## config.mk

```make
export PLATFORM = sky130hd
export DESIGN_NAME = ps2_rx_frame_ctrl
export DESIGN_NICKNAME = d
export VERILOG_FILES = /design/src/rtl/ps2_rx_frame_ctrl.sv
export SDC_FILE = /design/constraint.sdc
export NUM_CORES = 1
export LEC_CHECK = 0
export ABC_CLOCK_PERIOD_IN_PS = 2500
export CORE_ASPECT_RATIO = 1.25
export CORE_MARGIN = 1.5
export CORE_UTILIZATION = 58
export CTS_BUF_LIST = sky130_fd_sc_hd__clkbuf_8
export DETAILED_ROUTE_END_ITERATION = 12
export PLACE_DENSITY = 0.82
export SYNTH_ARGS = -nofsm -noshare
export SYNTH_HDL_FRONTEND = slang
export SYNTH_SLANG_ARGS = --single-unit
export TNS_END_PERCENT = 5
```

## constraint.sdc

```tcl
create_clock -name sys_clk -period 2.5 [get_ports sys_clk]
set_clock_uncertainty 0.15 [all_clocks]
set_input_delay 0.5 -clock sys_clk [delete_from_list [all_inputs] [get_ports sys_clk]]
set_output_delay 0.5 -clock sys_clk [all_outputs]
set_load 0.03 [all_outputs]
```

## src/rtl/ps2_rx_frame_ctrl.sv

```systemverilog
// PS/2 receive frame controller: sync/filter, 11-bit frame FSM,
// E0/F0 prefix merge, keyboard watchdog kick/abort.
//
// Ports:
//   sys_clk, reset_n        clock, async active-low reset
//   ps2_clk, ps2_data       raw PS/2 pins (asynchronous)
//   wdt_done / wdt_kick     watchdog expiry in / clear request out
//   key_code/ext/break      last decoded key event (held)
//   key_valid               1-cycle pulse, key event updated
//   frame_err               1-cycle pulse, bad parity/stop
//   timeout                 1-cycle pulse, frame aborted
module ps2_rx_frame_ctrl #(
  parameter int FILTER_LEN = 4
) (
  input  logic       sys_clk,
  input  logic       reset_n,
  input  logic       ps2_clk,
  input  logic       ps2_data,
  input  logic       wdt_done,
  output logic       wdt_kick,
  output logic [7:0] key_code,
  output logic       key_ext,
  output logic       key_break,
  output logic       key_valid,
  output logic       frame_err,
  output logic       timeout
);

  localparam logic [1:0] IDLE   = 2'd0;
  localparam logic [1:0] DATA   = 2'd1;
  localparam logic [1:0] PARITY = 2'd2;
  localparam logic [1:0] STOP   = 2'd3;

  localparam logic [3:0] FLT_MAX = 4'(FILTER_LEN - 1);

  logic [1:0] clk_s;
  logic [1:0] data_s;
  logic [3:0] flt_cnt;
  logic       filt_clk;
  logic       filt_q;
  logic       sample;
  logic       bit_d;

  logic [1:0] state;
  logic [2:0] bit_cnt;
  logic [7:0] shift;
  logic       par_bit;
  logic       ext;
  logic       brk;
  logic       good;

  // Clock synchronizer resets to the idle-high level so that
  // leaving reset never looks like a falling PS/2 clock.
  always_ff @(posedge sys_clk or negedge reset_n) begin
    if (!reset_n) begin
      clk_s  <= 2'b11;
      data_s <= 2'b00;
    end else begin
      clk_s  <= {clk_s[0], ps2_clk};
      data_s <= {data_s[0], ps2_data};
    end
  end

  always_ff @(posedge sys_clk or negedge reset_n) begin
    if (!reset_n) begin
      flt_cnt  <= 4'd0;
      filt_clk <= 1'b1;
      filt_q   <= 1'b1;
    end else begin
      filt_q <= filt_clk;
      if (clk_s[1] != filt_clk) begin
        if (flt_cnt == FLT_MAX) begin
          filt_clk <= clk_s[1];
          flt_cnt  <= 4'd0;
        end else begin
          flt_cnt <= flt_cnt + 4'd1;
        end
      end else begin
        flt_cnt <= 4'd0;
      end
    end
  end

  assign sample = filt_q & ~filt_clk;
  assign bit_d  = data_s[1];

  // Stop bit high and odd parity over data + parity bit.
  assign good = bit_d & (^{shift, par_bit});

  assign wdt_kick = (state == IDLE) | sample;

  always_ff @(posedge sys_clk or negedge reset_n) begin
    if (!reset_n) begin
      state     <= IDLE;
      bit_cnt   <= 3'd0;
      shift     <= 8'd0;
      par_bit   <= 1'b0;
      ext       <= 1'b0;
      brk       <= 1'b0;
      key_code  <= 8'd0;
      key_ext   <= 1'b0;
      key_break <= 1'b0;
      key_valid <= 1'b0;
      frame_err <= 1'b0;
      timeout   <= 1'b0;
    end else begin
      key_valid <= 1'b0;
      frame_err <= 1'b0;
      timeout   <= 1'b0;
      if (wdt_done && state != IDLE) begin
        state   <= IDLE;
        timeout <= 1'b1;
        shift   <= 8'd0;
        bit_cnt <= 3'd0;
        ext     <= 1'b0;
        brk     <= 1'b0;
      end else if (sample) begin
        unique case (state)
          IDLE: begin
            if (!bit_d) begin
              state   <= DATA;
              bit_cnt <= 3'd0;
            end
          end
          DATA: begin
            shift   <= {bit_d, shift[7:1]};
            bit_cnt <= bit_cnt + 3'd1;
            if (bit_cnt == 3'd7)
              state <= PARITY;
          end
          PARITY: begin
            par_bit <= bit_d;
            state   <= STOP;
          end
          STOP: begin
            state <= IDLE;
            if (good) begin
              if (shift == 8'hE0) begin
                ext <= 1'b1;
              end else if (shift == 8'hF0) begin
                brk <= 1'b1;
              end else begin
                key_code  <= shift;
                key_ext   <= ext;
                key_break <= brk;
                key_valid <= 1'b1;
                ext       <= 1'b0;
                brk       <= 1'b0;
              end
            end else begin
              frame_err <= 1'b1;
              ext       <= 1'b0;
              brk       <= 1'b0;
            end
          end
        endcase
      end
    end
  end

endmodule

```

Word level (Yosys, flattened, before mapping) --
Index checks and enable logic that the tools add are counted.
Word-level totals: word-level logic and storage cells 91, bits in writable memories 0, input port bits 5, output and inout port bits 14, memory bits (read-only) 0, latch bits 0, memories kept 0, bits in registers 39
Operators by class: mux-type cells 37, div/mod/pow operators 0, reduce and logical (&&, ||, !) cells 16, bitwise operators 7, eq/ne operators 12, order comparisons 0, add/sub/neg operators 2, $mul 0, shift-type cells 0
Operators with widths (number):
- $mux W8 | 3
- $mux W1 | 23
- $eq A8 B8 Y1 const B | 2
- $reduce_and A3 Y1 | 5
- $mux W3 | 3
- $reduce_xor A9 Y1 | 1
- $mux W2 | 4
- $mux W4 | 2
- $pmux W2 S4 | 1
- $reduce_bool A2 Y1 | 4
- $ne A3 B3 Y1 const B | 2
- $pmux W3 S2 | 1
- $reduce_and A6 Y1 | 1
- $add A4 B1 Y4 const B | 1
- $eq A2 B2 Y1 const B | 2
- $eq A4 B2 Y1 const B | 1
- $ne A4 B4 Y1 const B | 1
- $not A1 Y1 | 4
- $reduce_and A2 Y1 | 2
- $add A3 B1 Y3 const B | 1
- $eq A3 B3 Y1 const B | 1
- $ne A3 B2 Y1 const B | 1
- $reduce_bool A3 Y1 | 1
- $and A1 B1 Y1 | 2
- 5 further kinds | 5

Depth between registers and ports, before layout --
Gate-level depths: netlist of run 1.
depth after elaboration 7, gate-level depth with buffers 9, mapped depth without buffers 7

Worst setup path before layout of run 1 --
No wires, ideal clock.
path kind register to register, start point register shift[4], end point register key_break, data required time 2.225 ns, stages on the path, launching flop included 7, path buffers 1, library setup time 0.125 ns, slack 0.370 ns, arrival 1.855 ns, period minus slack after synthesis 2.130 ns, cell sequence dfrtp_1 xnor2_1 xnor3_1 xnor2_1 and3_4 buf_12 mux2_4
Between the ends: longest elaborated chain between the ends 3, elaborated cells on any way between the ends 7, classes of those cells eq/ne: 2; bitwise: 3; reduce/logical: 2
RTL lines:
- start: declaration | RTL line 46 | logic [7:0] shift;
- start signal: assignment | RTL line 126 | shift <= {bit_d, shift[7:1]};
- $reduce_xor A9 Y1, or another cell as far along | RTL line 88 | assign good = bit_d & (^{shift, par_bit});
- $and A1 B1 Y1 / $not A1 Y1 (equally long branches)
- $reduce_and A6 Y1 (no line) *
- end signal: assignment | RTL line 145 | key_break <= brk;
- end: declaration | RTL line 23 | output logic key_break,
Every way passes the cells marked *; elsewhere a longest branch is shown, timed or not. A chain may end at the register's enable or synchronous reset.

Final worst setup path of run 1 --
start point register shift[4], end point register key_code[0]
Between the ends: longest elaborated chain between the ends 3, elaborated cells on any way between the ends 7, classes of those cells eq/ne: 2; bitwise: 3; reduce/logical: 2
RTL lines:
- $reduce_xor A9 Y1, or another cell as far along | RTL line 88
- $and A1 B1 Y1 / $not A1 Y1 (equally long branches)
- $reduce_and A6 Y1 (no line) *
- end signal: assignment | RTL line 143 | key_code <= shift;
- end: declaration | RTL line 21 | output logic [7:0] key_code,
Marked as above.

==> flow_summary_export.csv, run 1 <==
group,metric,value,unit
clock_tree,cts_root_buf,"clkbuf_8",
placement,dp_hpwl,1890,microns
global_route,grtUsageTotal,19.9,%
power_and_ir_drop,clockPowerShare,26.1,%
power_and_ir_drop,leakage,0.968,nW
clock_tree,htreeDepth,2,
global_route,use_met1,23.7,%
flow_run,drv_cap,0,
synth,avgSynthCellArea,13.3,sq um
setup_path,cp_data_required_time,2530,ps
clock_tree,clk_pin_slew_worst_paths,80,ps
setup_path,cpMaxStageDelayCell,"dfrtp_1",
sta,max_freq,430,MHz
setup_path,worstSetupStartpoint,"shift[4]",
floorplanning,die_x,52.0,microns
synth,synth.distinct_cells,30,
synth,netlist_instances,131,
finish,nets,167,
clock_tree,postCtsSetupBuffers,0,
global_route,grt.busiest_layer,"met2",
power_and_ir_drop,vdd_drop_max,0.697,mV
power_and_ir_drop,switchingPower,0.643,mW
power_and_ir_drop,swShare,31.7,%
setup_path,reg2reg_slack,170,ps
setup_path,reg2reg_from,"shift[4]",
synth,synth_commonest_cells,"dfrtp_1 (35), a22o_1 (9), mux2_4 (9), nor2_1 (9), ha_1 (8)",
floorplanning,die_h,64.2,microns
setup_path,rr_worst_depth,5,
clock_tree,worstSkewPairLatency,290,ps
synth,synth_edf_count,0,
finish,drive_gt1_share,18.1,%
global_route,grt_pass1_vias,1112,
clock_tree,cts_tree,"yes",
finish,stdcell_count,191,
placement,dp_slack,116,ps
setup_path,path_max_fanout,11,
sta,fin_crit,2330,ps
power_and_ir_drop,p_comb_share,30.9,%
synth,synthArstFlopShare,100,%
setup_path,worstSetupPathType,"reg2reg",
finish,syn_to_final_growth,18.2,%
placement,place_inst,183,
clock_tree,cts.sink_count,39,
drt,vias,1062,
drt,drt_iter0_drc,25,
synth,ys_seq_area_share,56.4,%
power_and_ir_drop,finalPower,2.03,mW
sta,hold_viol,0,
finish,post-route-cell-area,2060,sq um
synth,yosysMostFrequentCell,"dfrtp_1",
synth,synth_fp_nets,144,
setup_path,cp-end-kind,"register",
synth,synth_top_cell_by_area,"dfrtp_1",
sta,period_share,93.1,%
sta,finalSetupTns,0,ps
placement,numPortBuffers,18,
clock_tree,cts_buffers,5,
sta,rsz0062_at_grt,"no",
synth,synth_flop_cell,"dfrtp_1",
placement,placed_cell_area,1940,sq um
sta,setup_ws,172,ps
synth,syn_area,1740,sq um
synth,yosys-top-cells-area,"dfrtp_1 (50%), mux2_4 (7.8%), dfstp_2 (6.0%)",
min_path,hold_path_class,"in2async",
sta,setup_viol,0,
synth,yosysWarnings,0,
sta,tightest_slew,822,ps
floorplanning,core_area,2890,sq um
sta,timing.slew.headroom,45.2,%
power_and_ir_drop,p_int,1.38,mW
setup_path,cp_top_family,"XOR/XNOR gates",
global_route,use_met2,31.5,%
setup_path,worstReg2RegEnd,"key_code[0]",
placement,gp_congestion,0.769,
setup_path,cpMostUsedCell,"xnor2_1",
floorplanning,start_util,60.2,%
global_route,grt_max_degree,40,
synth,ys_ff_latch,39,
floorplanning,io_pins,19,
floorplanning,rows,22,
power_and_ir_drop,power_density,986,nW/um^2
drt,avgRoutedWirePerCell,14.0,microns
synth,yosysTopAreaCellShare,50.4,%
setup_path,cp-start-kind,"register",
drt,wl,2670,microns
setup_path,max_stage_delay,460,ps
global_route,overflow,0,
drt,avgViaCountPerCell,5.56,
setup_path,cp.arrival,2360,ps
drt,drtPass1Iterations,4,
setup_path,crit_chain,"xnor2_1 -> xnor3_1 -> xnor2_1 -> and3_4 -> mux2_2",
setup_path,critPathBufInv,0,
global_route,grt_use_met3,6.31,%
finish,n_antenna_cell,0,
drt,ant_nets,0,
clock_tree,clockBufferDepth,2,
drt,drc,0,
power_and_ir_drop,seqPwrFrac,43.0,%
floorplanning,die-area,3340,sq um
clock_tree,cts-hold-fix-buffers,0,
outcome,status,"finished clean",
global_route,grt_pass1_wl,4800,microns
sta,finalMaxSlewViolations,0,
global_route,antenna_found_initial,0,
## power groups by stage
| stage | clock network, mW | registers (mW) | logic [mW] |
|---|---|---|---|
| final | 0.530 | 0.871 | 0.627 |
| after CTS | 0.548 | 0.872 | 0.634 |
| after global routing | 0.566 | 0.892 | 0.693 |
| after detailed placement | 0 | 0.883 | 0.640 |
| after global placement | 0 | 0.877 | 0.619 |
| after floorplan | 0 | 0.885 | 0.467 |
## worst reg2reg max path: cells and delay by family, from the launching register on
family                    cells  cell delay [ps]
DFF                           1              460
and+or+nand+nor               1              360
muxes                         1              360
xor gates and xnor gates      3              890
## worst max-delay path by stage
stage,end,cells after the start
after global placement,key_code[0],6
after global routing,wdt_kick,4
after CTS,wdt_kick,4
after detailed placement,key_code[0],6
final,key_code[0],5
after floorplan,key_break,6
## per-stage QoR
step / hold WS [ps] / util [%]
4_1_cts: 174 / 71.1
3_5_place_dp: 186 / 67.1
6_report: 148 / 71.1
2_1_floorplan: 54.4 / -
3_3_place_gp: 181 / 67.1
5_1_grt: 204 / 71.1
## routing by layer
metal	routed length [microns]	share of wire (%)
met4	67	2.5
met3	116	4.3
met2	1340	50
met1	1150	43
met5	0	0
## registers in the layout (all words and copies together), names as in the netlist, 2 cells and up
register  count
state         2
shift         8
flt_cnt       4
bit_cnt       3
clk_s         2
key_code      8
data_s        2
## cell families (layout without fill, tap and decap cells)
| family | Yosys count | after routing | share of synthesized area, % |
|---|---|---|---|
| DFF | 39 | 39 | 56.4 |
| and+or+nand+nor | 34 | 34 | 10.4 |
| AOI/OAI and AO/OA | 20 | 20 | 8.35 |
| muxes | 15 | 15 | 11.5 |
| xor gates and xnor gates | 9 | 9 | 5.32 |
| adders and majority gates | 8 | 8 | 5.76 |
| buffers and inverters | 6 | 30 | 2.23 |
## layout by cell type (no fill, tap or decap), types with 2 or more instances in the layout
cell | synthesis | layout
a22o_1 | 9 | 9
mux2i_1 | 2 | 2
clkbuf_8 | 0 | 6
nand2b_1 | 5 | 5
nor2b_1 | 3 | 3
xnor2_1 | 6 | 6
clkdlybuf4s50_1 | 0 | 16
mux2_2 | 4 | 4
nand3_1 | 2 | 2
xor2_1 | 2 | 2
mux2_4 | 9 | 9
nor3_1 | 3 | 3
dfstp_2 | 4 | 4
a21oi_1 | 6 | 6
ha_1 | 8 | 8
nor2_1 | 9 | 9
dfrtp_1 | 35 | 35
nand2_1 | 6 | 6
inv_1 | 3 | 3
o21ai_0 | 2 | 2
## layout make-up
cell class	count	area, sq um
Clock inverter	2	35.0
Multi-Input combinational cell	86	719
Clock buffer	6	82.6
Timing Repair Buffer	19	181
Tap cell	36	45.0
Inverter	3	11.3
Fill cell	207	835
Sequential cell	39	981
## repair_timing
item	in CTS	in global routing
gates resized for setup	1	0
hold endpoints to repair	0	0
setup endpoints to repair	1	0
No activity file was read; power rests on OpenSTA's default activity.
==> run 2, diff against run 1 <==
--- a/config.mk
+++ b/config.mk
@@ -10,8 +10,11 @@
 export CORE_MARGIN = 1.5
 export CORE_UTILIZATION = 58
 export CTS_BUF_LIST = sky130_fd_sc_hd__clkbuf_8
+export CTS_CLUSTER_SIZE = 16
 export DETAILED_ROUTE_END_ITERATION = 12
+export GPL_TIMING_DRIVEN = 0
 export PLACE_DENSITY = 0.82
+export SKIP_LAST_GASP = 1
 export SYNTH_ARGS = -nofsm -noshare
 export SYNTH_HDL_FRONTEND = slang
 export SYNTH_SLANG_ARGS = --single-unit
==> run 2 against run 1 <==
  * Power is 1.9% higher
  * Critical path depth is 1 higher
  * Fmax is 1.9% lower
  * Core utilization is 0.82 points higher
  * First-iteration DRC count is 48% lower
  * Clock power hardly changed
  * Final cell count is 1.0% higher
  * Register-to-register slack worse by 40 ps
  * Combinational power is 4.1% higher
  * Hold slack better by 29 ps
  * Via count is 2.9% higher
  * Critical endpoint is now key_code[2]
==> flow_summary_export.csv, run 2 (synthesized netlist as in run 1, its figures left out) <==
group,metric,value,unit
outcome,status,"finished clean",
floorplanning,rows,22,
sta,setup_viol,0,
setup_path,cp_data_required_time,2520,ps
floorplanning,io_pins,19,
drt,avgRoutedWirePerCell,16.1,microns
power_and_ir_drop,power_density,994,nW/um^2
placement,numPortBuffers,18,
setup_path,cpMostUsedCell,"xnor2_1",
floorplanning,die-area,3340,sq um
sta,rsz0062_at_grt,"no",
setup_path,crit_chain,"xnor2_1 -> xnor3_1 -> xnor2_1 -> and3_4 -> buf_12 -> mux2_4",
finish,n_antenna_cell,0,
clock_tree,cts_buffers,5,
global_route,use_met2,39.7,%
drt,avgViaCountPerCell,5.66,
sta,finalSetupTns,0,ps
sta,tightest_slew,867,ps
placement,dp_hpwl,2210,microns
floorplanning,die_h,64.2,microns
setup_path,max_stage_delay,460,ps
drt,drc,0,
sta,fin_crit,2370,ps
setup_path,cp_top_family,"XOR/XNOR gates",
finish,syn_to_final_growth,19.6,%
global_route,overflow,0,
sta,timing.slew.headroom,42.2,%
sta,max_freq,421,MHz
power_and_ir_drop,vdd_drop_max,0.677,mV
power_and_ir_drop,leakage,0.975,nW
finish,layout_commonest_cell,"dfrtp_1",
setup_path,cp-start-kind,"register",
sta,period_share,94.9,%
clock_tree,cts-hold-fix-buffers,0,
floorplanning,die_x,52.0,microns
setup_path,cpMaxStageDelayCell,"dfrtp_1",
global_route,antenna_found_initial,0,
global_route,use_met1,25.5,%
finish,nets,169,
finish,reg_top3,"key_code: 8 flops, shift: 8 flops, flt_cnt: 4 flops",
placement,gp_congestion,0.919,
floorplanning,core_area,2890,sq um
global_route,grt.busiest_layer,"met2",
clock_tree,clockBufferDepth,2,
drt,drtPass1Iterations,4,
sta,hold_viol,0,
global_route,grt_use_met3,6.31,%
clock_tree,worstSkewPairLatency,280,ps
setup_path,cp.arrival,2390,ps
min_path,hold_path_class,"in2async",
clock_tree,cts_tree,"yes",
sta,finalMaxSlewViolations,0,
global_route,grtUsageTotal,23.0,%
clock_tree,cts.sink_count,39,
drt,vias,1093,
global_route,grt_pass1_vias,1206,
clock_tree,htreeDepth,2,
floorplanning,start_util,60.2,%
global_route,grt_max_degree,40,
setup_path,cp-end-kind,"register",
setup_path,path_max_fanout,10,
flow_run,drv_cap,0,
drt,ant_nets,0,
global_route,grt_pass1_wl,5560,microns
drt,wl,3120,microns
power_and_ir_drop,finalPower,2.07,mW
setup_path,critPathBufInv,1,
clock_tree,clk_pin_slew_worst_paths,70,ps
finish,layout_common_cells,"dfrtp_1 (35), clkdlybuf4s50_1 (16), nor2_1 (9), mux2_4 (9), a22o_1 (9)",
clock_tree,cts_root_buf,"clkbuf_8",
finish,drive_gt1_share,19.1,%
setup_path,worstSetupPathType,"reg2reg",
clock_tree,postCtsSetupBuffers,0,
drt,drt_iter0_drc,13,
-- run 2: cell count changes in the layout (fill, tap and decap cells not counted), sizes merged --
| cell | previous run | this run |
|---|---|---|
| clkbuf | 6 | 8 |
-- run 2: what timing repair did --
action | in CTS | in global routing
endpoints found under the hold margin | 0 | 0
setup endpoints to repair | 1 | 11
resized for setup | 1 | 3
-- run 2: layout make-up --
class	count	area (sq um)
Clock inverter	2	35.0
Fill cell	205	811
Tap cell	36	45.0
Sequential cell	39	981
Inverter	3	11.3
Clock buffer	6	82.6
Buffer	3	28.8
Multi-Input combinational cell	86	722
Timing Repair Buffer	18	174
-- run 2: where the power goes --
group / switching (mW) / internal [mW] / leakage (nW)
logic: 0.350 / 0.303 / 0.398
registers: 0.124 / 0.761 / 0.516
clock network: 0.205 / 0.323 / 0.0612
total: 0.679 / 1.39 / 0.975
-- run 2: per-layer routing --
metal	part of all wire, %	up-vias
met4	2.8	0
met5	0	-
met3	3.9	11
met2	56	35
li1	-	505
met1	38	542
-- run 2: worst reg2reg max path, stage by stage, from the launching register on --
cell and delay [ps]:
dfrtp_1 460, xnor2_1 200, xnor3_1 450, xnor2_1 280, and3_4 270, buf_12 150, mux2_4 300
-- run 2: worst paths after layout --
check,startpoint,depth (start not counted),to,slack (ps)
worst min register to register,data_s[0],0,data_s[1],200
worst min-delay path,reset_n,1,key_valid,180
worst max-delay path,shift[4],6,key_code[2],130
min in group sys_clk,data_s[0],0,data_s[1],200
max in group asynchronous,reset_n,1,shift[7],1490
worst max register to register,shift[4],6,key_code[2],130
-- run 2: through the flow --
stage	std cells	utilization [%]	instance area (sq um)	hold slack [ps]	setup slack, ps
final	193	71.9	2080	177	127
after global routing	193	71.9	2080	223	18.5
after CTS	193	71.8	2080	190	82.7
after detailed placement	185	67.8	1960	191	-125
after global placement	185	68.0	1960	183	-37.2
after floorplan	131	-	1740	54.4	370
